File: config.mk
export PLATFORM = sky130hd
export DESIGN_NAME = uart_rx_frame
export DESIGN_NICKNAME = d
export VERILOG_FILES = /design/src/rtl/uart_pkg.sv /design/src/rtl/uart_rx_sampler.sv /design/src/rtl/uart_rx_frame.sv
export SDC_FILE = /design/constraint.sdc
export NUM_CORES = 1
export LEC_CHECK = 0
export CORE_UTILIZATION = 40
export CTS_CLUSTER_SIZE = 28
export DETAILED_ROUTE_END_ITERATION = 10
export GPL_TIMING_DRIVEN = 0
export SETUP_SLACK_MARGIN = 0.1
export SKIP_LAST_GASP = 1
export SYNTH_ARGS = -nofsm -noshare
export SYNTH_HDL_FRONTEND = slang
export SYNTH_SLANG_ARGS = --single-unit
File: constraint.sdc
create_clock -name clk -period 2.35 [get_ports clk]
set_input_delay 0.705 -clock clk [delete_from_list [all_inputs] [get_ports clk]]
set_output_delay 0.705 -clock clk [all_outputs]
set_load 0.1 [all_outputs]
File: src/rtl/uart_pkg.sv
`default_nettype none
// ============================================================================
//  Module      : uart_pkg
//  Description : Shared definitions for the UART receive path: parity mode
//                codes, receiver state encoding and the clocks-per-bit helper.
//  Contents    : PARITY_NONE/EVEN/ODD, rx_state_t, uart_cpb()
//  Revision    : 1.0  initial release
// ============================================================================
package uart_pkg;

    localparam int PARITY_NONE = 0;
    localparam int PARITY_EVEN = 1;
    localparam int PARITY_ODD  = 2;

    typedef enum logic [2:0] {
        RX_IDLE    = 3'd0,
        RX_START   = 3'd1,
        RX_DATA    = 3'd2,
        RX_PAR     = 3'd3,
        RX_STOP    = 3'd4,
        RX_BRKWAIT = 3'd5
    } rx_state_t;

    // Whole clk cycles per line bit.
    function automatic int uart_cpb(input int clk_hz, input int bit_rate);
        return clk_hz / bit_rate;
    endfunction

endpackage
`default_nettype wire

File: src/rtl/uart_rx_sampler.sv
`default_nettype none
// ============================================================================
//  Module      : uart_rx_sampler
//  Description : Line front end for the UART receiver. Synchronises the raw
//                line, detects falling edges, runs the per-bit cycle counter
//                and produces a 3-sample mid-bit majority vote.
//  Ports       : clk, resetn        clock, async active-low reset
//                uart_rxd           raw serial line
//                cnt_clear          restart the bit counter at 0
//                cnt_run            let the bit counter advance
//                rxs                synchronised line
//                fall_edge          1->0 transition seen on rxs
//                vote, vote_strobe  majority value, valid while vote_strobe=1
//  Revision    : 1.0  initial release
// ============================================================================
module uart_rx_sampler
    import uart_pkg::*;
#(
    parameter int BIT_RATE = 9600,
    parameter int CLK_HZ   = 100000000
) (
    input  logic clk,
    input  logic resetn,
    input  logic uart_rxd,
    input  logic cnt_clear,
    input  logic cnt_run,
    output logic rxs,
    output logic fall_edge,
    output logic vote,
    output logic vote_strobe
);

    localparam int c_cpb  = uart_cpb(CLK_HZ, BIT_RATE);
    localparam int c_half = c_cpb / 2;
    localparam int c_cw   = $clog2(c_cpb + 1);

    localparam logic [c_cw-1:0] c_cnt_last = c_cw'(c_cpb - 1);
    localparam logic [c_cw-1:0] c_s0       = c_cw'(c_half - 1);
    localparam logic [c_cw-1:0] c_s1       = c_cw'(c_half);
    localparam logic [c_cw-1:0] c_s2       = c_cw'(c_half + 1);

    logic [1:0]      r_sync;
    logic            r_rxs_d;
    logic [c_cw-1:0] r_cnt;
    logic            r_s0;
    logic            r_s1;

    always_ff @(posedge clk or negedge resetn) begin
        if (!resetn) begin
            r_sync  <= 2'b11;
            r_rxs_d <= 1'b1;
            r_cnt   <= '0;
            r_s0    <= 1'b1;
            r_s1    <= 1'b1;
        end else begin
            r_sync  <= {r_sync[0], uart_rxd};
            r_rxs_d <= r_sync[1];
            if (cnt_clear) begin
                r_cnt <= '0;
            end else if (cnt_run) begin
                r_cnt <= (r_cnt == c_cnt_last) ? '0 : r_cnt + 1'b1;
            end
            if (cnt_run && (r_cnt == c_s0)) r_s0 <= r_sync[1];
            if (cnt_run && (r_cnt == c_s1)) r_s1 <= r_sync[1];
        end
    end

    assign rxs         = r_sync[1];
    assign fall_edge   = r_rxs_d & ~r_sync[1];
    // Third sample is taken live in the strobe cycle, so the vote needs no
    // extra register stage.
    assign vote_strobe = cnt_run && (r_cnt == c_s2);
    assign vote        = (r_s0 & r_s1) | (r_s0 & r_sync[1]) | (r_s1 & r_sync[1]);

endmodule
`default_nettype wire

File: src/rtl/uart_rx_frame.sv
`default_nettype none
// ============================================================================
//  Module      : uart_rx_frame
//  Description : Parametrised UART receiver: 5..9 data bits, none/even/odd
//                parity, 1 or 2 stop bits. Reports parity, framing, break and
//                overrun status and holds one word behind valid/ready.
//  Ports       : clk, resetn        clock, async active-low reset
//                uart_rxd           serial line (asynchronous)
//                uart_rx_en         enables detection of new start bits
//                uart_rx_valid      held word available
//                uart_rx_ready      consumer accepts when valid && ready
//                uart_rx_data       held word, LSB first on the line
//                uart_rx_perr       parity error on held word
//                uart_rx_ferr       framing error on held word
//                uart_rx_break      held word is a BREAK
//                uart_rx_overrun    frame(s) dropped while word held
//  Revision    : 1.0  initial release
// ============================================================================
module uart_rx_frame
    import uart_pkg::*;
#(
    parameter int BIT_RATE     = 9600,
    parameter int CLK_HZ       = 100000000,
    parameter int PAYLOAD_BITS = 8,
    parameter int PARITY       = 0,
    parameter int STOP_BITS    = 1
) (
    input  logic                    clk,
    input  logic                    resetn,
    input  logic                    uart_rxd,
    input  logic                    uart_rx_en,
    output logic                    uart_rx_valid,
    input  logic                    uart_rx_ready,
    output logic [PAYLOAD_BITS-1:0] uart_rx_data,
    output logic                    uart_rx_perr,
    output logic                    uart_rx_ferr,
    output logic                    uart_rx_break,
    output logic                    uart_rx_overrun
);

    localparam int c_cpb = uart_cpb(CLK_HZ, BIT_RATE);
    localparam int c_bw  = $clog2(PAYLOAD_BITS);

    localparam logic [c_bw-1:0] c_bit_last  = c_bw'(PAYLOAD_BITS - 1);
    localparam logic            c_par_odd   = (PARITY == PARITY_ODD);
    localparam logic            c_has_par   = (PARITY != PARITY_NONE);
    localparam logic            c_stop_last = (STOP_BITS == 2);

    generate
        if (c_cpb < 8) begin : g_bad_cpb
            $error("uart_rx_frame: CLK_HZ/BIT_RATE must be at least 8");
        end
        if ((PAYLOAD_BITS < 5) || (PAYLOAD_BITS > 9)) begin : g_bad_payload
            $error("uart_rx_frame: PAYLOAD_BITS must be 5..9");
        end
        if ((STOP_BITS != 1) && (STOP_BITS != 2)) begin : g_bad_stop
            $error("uart_rx_frame: STOP_BITS must be 1 or 2");
        end
        if ((PARITY < 0) || (PARITY > 2)) begin : g_bad_parity
            $error("uart_rx_frame: PARITY must be 0, 1 or 2");
        end
    endgenerate

    // ------------------------------------------------------------------
    // Line front end
    // ------------------------------------------------------------------
    logic w_rxs;
    logic w_fall_edge;
    logic w_vote;
    logic w_vote_strobe;
    logic w_cnt_clear;
    logic w_cnt_run;

    uart_rx_sampler #(
        .BIT_RATE (BIT_RATE),
        .CLK_HZ   (CLK_HZ)
    ) u_sampler (
        .clk         (clk),
        .resetn      (resetn),
        .uart_rxd    (uart_rxd),
        .cnt_clear   (w_cnt_clear),
        .cnt_run     (w_cnt_run),
        .rxs         (w_rxs),
        .fall_edge   (w_fall_edge),
        .vote        (w_vote),
        .vote_strobe (w_vote_strobe)
    );

    // ------------------------------------------------------------------
    // Frame state
    // ------------------------------------------------------------------
    rx_state_t               r_state;
    rx_state_t               w_state_nxt;
    logic [PAYLOAD_BITS-1:0] r_shift;
    logic [c_bw-1:0]         r_bit_idx;
    logic                    r_stop_idx;
    logic                    r_par_bit;
    logic                    r_perr;
    logic                    r_ferr;

    logic w_commit;
    logic w_ferr_fin;
    logic w_break;
    logic w_perr_fin;

    // Final flags include the stop vote being taken in the commit cycle.
    assign w_ferr_fin = r_ferr | ~w_vote;
    assign w_break    = (r_shift == '0) && !r_par_bit && w_ferr_fin;
    assign w_perr_fin = w_break ? 1'b0 : r_perr;

    always_ff @(posedge clk or negedge resetn) begin
        if (!resetn) r_state <= RX_IDLE;
        else         r_state <= w_state_nxt;
    end

    always_comb begin
        w_state_nxt = r_state;
        w_cnt_clear = 1'b0;
        w_cnt_run   = 1'b0;
        w_commit    = 1'b0;
        case (r_state)
            RX_IDLE: begin
                if (uart_rx_en && w_fall_edge) begin
                    w_state_nxt = RX_START;
                    w_cnt_clear = 1'b1;
                end
            end
            RX_START: begin
                w_cnt_run = 1'b1;
                if (w_vote_strobe) w_state_nxt = w_vote ? RX_IDLE : RX_DATA;
            end
            RX_DATA: begin
                w_cnt_run = 1'b1;
                if (w_vote_strobe && (r_bit_idx == c_bit_last))
                    w_state_nxt = c_has_par ? RX_PAR : RX_STOP;
            end
            RX_PAR: begin
                w_cnt_run = 1'b1;
                if (w_vote_strobe) w_state_nxt = RX_STOP;
            end
            RX_STOP: begin
                w_cnt_run = 1'b1;
                // Commit at the last stop vote so the next start edge,
                // which may follow the stop bit directly, is not missed.
                if (w_vote_strobe && (r_stop_idx == c_stop_last)) begin
                    w_commit    = 1'b1;
                    w_state_nxt = w_break ? RX_BRKWAIT : RX_IDLE;
                end
            end
            RX_BRKWAIT: begin
                if (w_rxs) w_state_nxt = RX_IDLE;
            end
            default: w_state_nxt = RX_IDLE;
        endcase
    end

    always_ff @(posedge clk or negedge resetn) begin
        if (!resetn) begin
            r_shift    <= '0;
            r_bit_idx  <= '0;
            r_stop_idx <= 1'b0;
            r_par_bit  <= 1'b0;
            r_perr     <= 1'b0;
            r_ferr     <= 1'b0;
        end else if (w_vote_strobe) begin
            case (r_state)
                RX_START: begin
                    r_bit_idx  <= '0;
                    r_stop_idx <= 1'b0;
                    r_par_bit  <= 1'b0;
                    r_perr     <= 1'b0;
                    r_ferr     <= 1'b0;
                end
                RX_DATA: begin
                    r_shift   <= {w_vote, r_shift[PAYLOAD_BITS-1:1]};
                    r_bit_idx <= r_bit_idx + 1'b1;
                end
                RX_PAR: begin
                    r_par_bit <= w_vote;
                    r_perr    <= ((^r_shift) ^ w_vote) != c_par_odd;
                end
                RX_STOP: begin
                    if (!w_vote) r_ferr <= 1'b1;
                    r_stop_idx <= 1'b1;
                end
                default: ;
            endcase
        end
    end

    // ------------------------------------------------------------------
    // One-entry output buffer
    // ------------------------------------------------------------------
    logic                    r_valid;
    logic [PAYLOAD_BITS-1:0] r_data;
    logic                    r_out_perr;
    logic                    r_out_ferr;
    logic                    r_out_break;
    logic                    r_overrun;

    always_ff @(posedge clk or negedge resetn) begin
        if (!resetn) begin
            r_valid     <= 1'b0;
            r_data      <= '0;
            r_out_perr  <= 1'b0;
            r_out_ferr  <= 1'b0;
            r_out_break <= 1'b0;
            r_overrun   <= 1'b0;
        end else if (w_commit) begin
            if (!r_valid || uart_rx_ready) begin
                r_valid     <= 1'b1;
                r_data      <= r_shift;
                r_out_perr  <= w_perr_fin;
                r_out_ferr  <= w_ferr_fin;
                r_out_break <= w_break;
                r_overrun   <= 1'b0;
            end else begin
                r_overrun <= 1'b1;
            end
        end else if (r_valid && uart_rx_ready) begin
            r_valid   <= 1'b0;
            r_overrun <= 1'b0;
        end
    end

    assign uart_rx_valid   = r_valid;
    assign uart_rx_data    = r_data;
    assign uart_rx_perr    = r_out_perr;
    assign uart_rx_ferr    = r_out_ferr;
    assign uart_rx_break   = r_out_break;
    assign uart_rx_overrun = r_overrun;

endmodule
`default_nettype wire
# Word level (Yosys, flattened, before mapping)
# Cells that the tools add are included.
# word_totals
reg_bits,50
in_bits,5
output_inout_bits,13
wordCells,107
# classes
addsub,2
bitwise,11
n_eq_ne,18
n_reduce_logical,29
mux,29
# op_table
cell,count
$eq 14x13->1 const B,3
$mux 14,3
$mux 3,7
$pmux 3 s6,1
$add 14x1->14 const B,1
$eq 14x14->1 const B,1
$mux 1,12
$ne 2x2->1 const B,6
$reduce_and 2->1,6
$reduce_bool 2->1,5
$eq 3x3->1 const B,3
$logic_and 1x1->1,9
$logic_not 8->1,1
$pmux 1 s2,4
$reduce_xor 8->1,1
$eq 3x2->1 const B,2
$pmux 3 s2,1
$reduce_and 6->1,1
$and 1x1->1,4
$ne 2x1->1 const B,2
$reduce_or 4->1,1
$add 3x1->3 const B,1
$eq 3x1->1 const B,1
$logic_not 3->1,1
other kinds (7),12

# Logic depth before layout (Yosys ltp)
# depth
word_depth,9
ltp_mapped,9
mapped_depth_nobuf,7

# Modules after synthesis
# Synthesis repeated with hierarchy kept, for this count alone.
# hier_totals
cells_unflattened,240
hier_area_um2,2651.3
# by_module_without_submodules
module,area_per_inst_um2,cells_per_inst,seq_area_each_um2,instances
uart_rx_frame,1576.5,131,775.7,1
uart_rx_sampler,1074.8,109,481.7,1

# Worst setup path before layout
# Ideal clock, no wire load.
# synth_path
kind,register to register
start,reg u_sampler.r_cnt[1]
end,"reg r_data[2], in the netlist uart_rx_data[2]"
t_required_ps,2225
period_less_slack_ps,1912
stages_incl_launch_ff,8
n_path_buf,1
path_slack_ps,438
setup_time_ps,125
arrival_time_ps,1786
cell_sequence,dfrtp_1 -> inv_1 -> ha_1 -> and3b_1 -> nand4_2 -> nor4b_4 -> buf_4 -> mux2_2
# synth_between
elab_chain_len,6
# synth_rtl
element,line,text
from (decl),uart_rx_sampler.sv:44,logic [c_cw-1:0] r_cnt;
from (signal assigned),uart_rx_sampler.sv:61,r_cnt <= (r_cnt == c_cnt_last) ? '0 : r_cnt + 1'b1;
$eq 14x13->1,uart_rx_sampler.sv:72,assign vote_strobe = cnt_run && (r_cnt == c_s2);
$logic_and 1x1->1,uart_rx_sampler.sv:72,
$logic_and 1x1->1,uart_rx_frame.sv:145,if (w_vote_strobe && (r_stop_idx == c_stop_last)) begin
$mux 1,uart_rx_frame.sv:145,
$mux 1,uart_rx_frame.sv:121,case (r_state)
$reduce_and 2->1 (no source line),-,
to (signal assigned),uart_rx_frame.sv:212,r_data <= r_shift;
to (decl),uart_rx_frame.sv:195,logic [PAYLOAD_BITS-1:0] r_data;
# No other way between the ends.
# A chain may end at the register's enable or synchronous reset.

# Worst setup path in the final report
# layout_path
start,"reg r_out_ferr, in the netlist uart_rx_ferr"
end,out uart_rx_ferr
# layout_rtl
element,line,text
from (decl),uart_rx_frame.sv:197,logic r_out_ferr;
from (signal assigned),uart_rx_frame.sv:214,r_out_ferr <= w_ferr_fin;
to (decl),uart_rx_frame.sv:36,"output logic uart_rx_ferr,"
# No word-level cell between the ends.

==> summary.md <==
| Metric | Value |
|---|---|
| Status | finished clean |
| WL final | 4732 um |
| Setup tns final | 0 ns |
| Largest net degree at the start of global routing | 27 |
| Clock-pin transition on the worst setup and hold timing paths | roughly 0.10 ns |
| Reg2reg start | u_sampler.r_cnt[9] |
| Worst Path Max Fanout | 2 |
| DIE WIDTH | around 82 um |
| Clock skew | around 0.0092 ns |
| Part of the power in the clock network | approximately a quarter |
| Clock root cell | clkbuf_8 |
| Combinational power share | 27.6% |
| CTS buffer count | 5 |
| CP Class | flop to output port |
| CTS tree | done |
| Final Hold Fails | 0 |
| Antenna-violating nets left | 0 |
| Crit path from | uart_rx_ferr |
| WP data arrival | around 1.5 ns |
| Tot GR Track Use | ~16% |
| CORE AREA | 6061 um2 |
| Ys flop type | dfrtp_1 |
| Post-synthesis async set-or-reset flop share | between 90% and 100% |
| Clk_lat worst skew | roughly 0.30 ns |
| Pre-antenna DRT Iters | 4 |
| Max stage delay on crit path | between 0.8 and 0.9 ns |
| WP buf/inv | 1 |
| Mapped Avg Cell Area | between 10 and 15 um2 |
| Pins Over Slew Limit | 0 |
| Post-Syn Area | ~2600 um2 |
| Grt ovf | 0 |
| Sequential-to-total area share from yosys stat | about 50% |
| First-pass GRT wire length | around 8000 um |
| Number of flops mapped to enable cells by yosys | 0 |
| CTS hold repair buffers | 0 |
| Area growth, synth to finish | 14.20% |
| 1st-iter DRT viols | between 80 and 90 |
| LEAKAGE | approximately 1.3 nW |
| Switching Power | 0.0008127 W |
| Largest delay share family, worst path | buffers and inverters |
| Worst rel slew slack | approximately 37% |
| RSZ-0062 raised after global routing | yes |
| # rows | 28 |
| Post-CTS Setup Bufs | 0 |
| Hold path start | u_sampler.r_sync[0] |
| Residual DRC | 0 |
| Die area | approximately 6800 um2 |
| Via-per-instance ratio | between 5 and 6 |
| CP required | between 1.5 and 2 ns |
| Vias in the first global route | around 1700 |
| MaxCap Viol Count | 0 |
| Min-Delay Path Class | flop to flop |
| Synth warn | 0 |
| Cells after Synth | ~250 |
| Slew @ Worst Pin | about 0.94 ns |
| Pwr/cell area | roughly 760 nW/um2 |
| Fin nets | around 290 |
| Chip Height | about 82 um |
| IO Count | 18 |
| #FFs+latches synth | 50 |
| Initial antenna violation count | 0 |
| Htree depth | 2 |
| Post-synth cell types | 49 |
| Final setup fails | 0 |
| CP endpoint kind | output port |
| Layout cell share with drive strength beyond 1 | 18.25% |
| Int Power | between 0.001 and 0.0015 W |
| CP cell instances | clkdlybuf4s15_1 |
| Syn Nets | approximately 260 |
| Wirelength per Cell | between 10 and 15 um |
| Slowest CP cell | clkdlybuf4s15_1 |
| DP Wirelength | approximately 3400 um |
| Hold_ws | roughly 0.36 ns |
| Clk buf depth | 2 |
| Worst VDD drop | ~0.5 mV |
| Max Freq | ~460 MHz |
| Vias post-DR | ~1900 |
| Port Buffers | 17 |
| Register share of total power | 48.1% |
| Part of the cycle the worst path needs | roughly 94% |
| Final Critical Period | approximately 2.2 ns |
| Clk sinks | 50 |
| Ant. Diodes | 0 |
| Switching Fraction | a little over a third |
| Crit path launch type | flop |
| Initial core utilization | 42.61% |
| Gpl congestion | 0.7812 |
[worst paths after layout]
path	to	slack [ns]	cells after the start
worst min-delay path	u_sampler.r_sync[1]	0.36	0
worst max-delay path	uart_rx_ferr	0.15	1
worst min register to register	u_sampler.r_sync[1]	0.36	0
worst max register to register	u_sampler.r_cnt[5]	0.24	5
min in group asynchronous	r_shift[3]	0.40	1
max in group asynchronous	u_sampler.r_s0	1.32	2
[registers in the layout (all words and copies together) (netlist names)]
register	count
r_bit_idx	3
r_ferr	1
r_par_bit	1
r_perr	1
r_shift	8
r_state	3
r_stop_idx	1
u_sampler.r_cnt	14
u_sampler.r_rxs_d	1
u_sampler.r_s0	1
u_sampler.r_s1	1
u_sampler.r_sync	2
uart_rx_break	1
uart_rx_data	8
uart_rx_ferr	1
uart_rx_overrun	1
uart_rx_perr	1
uart_rx_valid	1
[power by group through the flow]
stage                     Sequential, W  Clock (W)  Combinational (W)
after floorplan                 0.00107          0           0.000461
after global placement          0.00108          0           0.000607
after detailed placement        0.00109          0           0.000611
after CTS                       0.00107   0.000567           0.000614
after global routing            0.00109   0.000596           0.000701
final                           0.00107   0.000544           0.000616
[placed cells by master (no fill, tap or decap), drive strengths merged, types with 2 or more instances in the layout]
cell            n
nor4            3
nand4b          2
dfstp           5
or3             4
clkdlybuf4s50   3
nand2          24
ha              9
inv            19
and4bb          2
o41ai           2
mux2i           4
nor3           11
buf             6
o31ai           2
clkdlybuf4s15   8
o21ai          25
clkbuf         15
xnor2          12
mux2           12
a21oi           4
nor2           19
nand3           8
dfrtp          45
and3b           2
nand4           6
nand2b          4
a22oi           2
[logic make-up after synthesis]
group / share of synthesized area [%]
DFF: 48.69
AOI/OAI and AO/OA: 11.29
muxes: 6.783
and+or+nand+nor: 19.77
xor gates and xnor gates: 4.409
buffers and inverters: 4.312
adders and majority gates: 4.748
[cell usage after synthesis (5+ instances only)]
cell type,count,area [um2]
nor3_1,10,50.05
nor2_1,19,71.32
nand3_1,8,40.04
nand2_1,24,90.09
nand4_1,5,31.28
o21ai_0,16,80.08
mux2_2,11,123.9
xnor2_1,12,105.1
ha_1,9,112.6
o21ai_2,8,70.07
dfstp_2,5,131.4
inv_1,18,67.56
dfrtp_1,45,1126
[through the flow]
stage / total power (W) / instance area [um2] / utilization, % / setup WS, ns / std cells
floorplan: 0.001528 / 2582 / - / 0.4383 / 248
global placement: 0.001688 / 2846 / 46.97 / -0.9825 / 340
detailed placement: 0.001699 / 2861 / 47.21 / -0.03842 / 341
CTS: 0.002252 / 2944 / 48.58 / 0.07160 / 349
global route: 0.002390 / 2949 / 48.66 / 0.09196 / 349
finish: 0.002233 / 2949 / 48.66 / 0.1524 / 349
[per-layer routing]
metal  up-vias  GRT usage [%]  part of all wire (%)
met1       900          21.03                    51
met3         9          3.846                   3.8
met2        39          24.05                    44
met5         -              0                     0
li1        924              -                     -
met4         0          5.439                   1.6
[worst reg2reg max path: cells and delay by family, from the launching register on]
kind | cells | cell delay [ns]
DFF | 1 | 0.43
AOI/OAI and AO/OA | 1 | 0.28
and+or+nand+nor | 3 | 1.11
muxes | 1 | 0.18
[timing repair]
| item | CTS | global route |
|---|---|---|
| pin swaps | 0 | 1 |
| gates cloned | 0 | 0 |
| gates resized for setup | 13 | 21 |
| hold endpoints to repair | 0 | 0 |
| setup endpoints to repair | 13 | 23 |
[layout make-up]
type / instances / area (um2)
timing repair buffer: 18 / 160.2
fill: 577 / 3112
multi-input combinational: 172 / 1224
inverter: 18 / 67.56
sequential: 50 / 1257
buffer: 8 / 47.55
clock inverter: 2 / 16.27
clock buffer: 6 / 82.58
tap: 75 / 93.84
No activity file was read; power rests on OpenSTA's default activity.
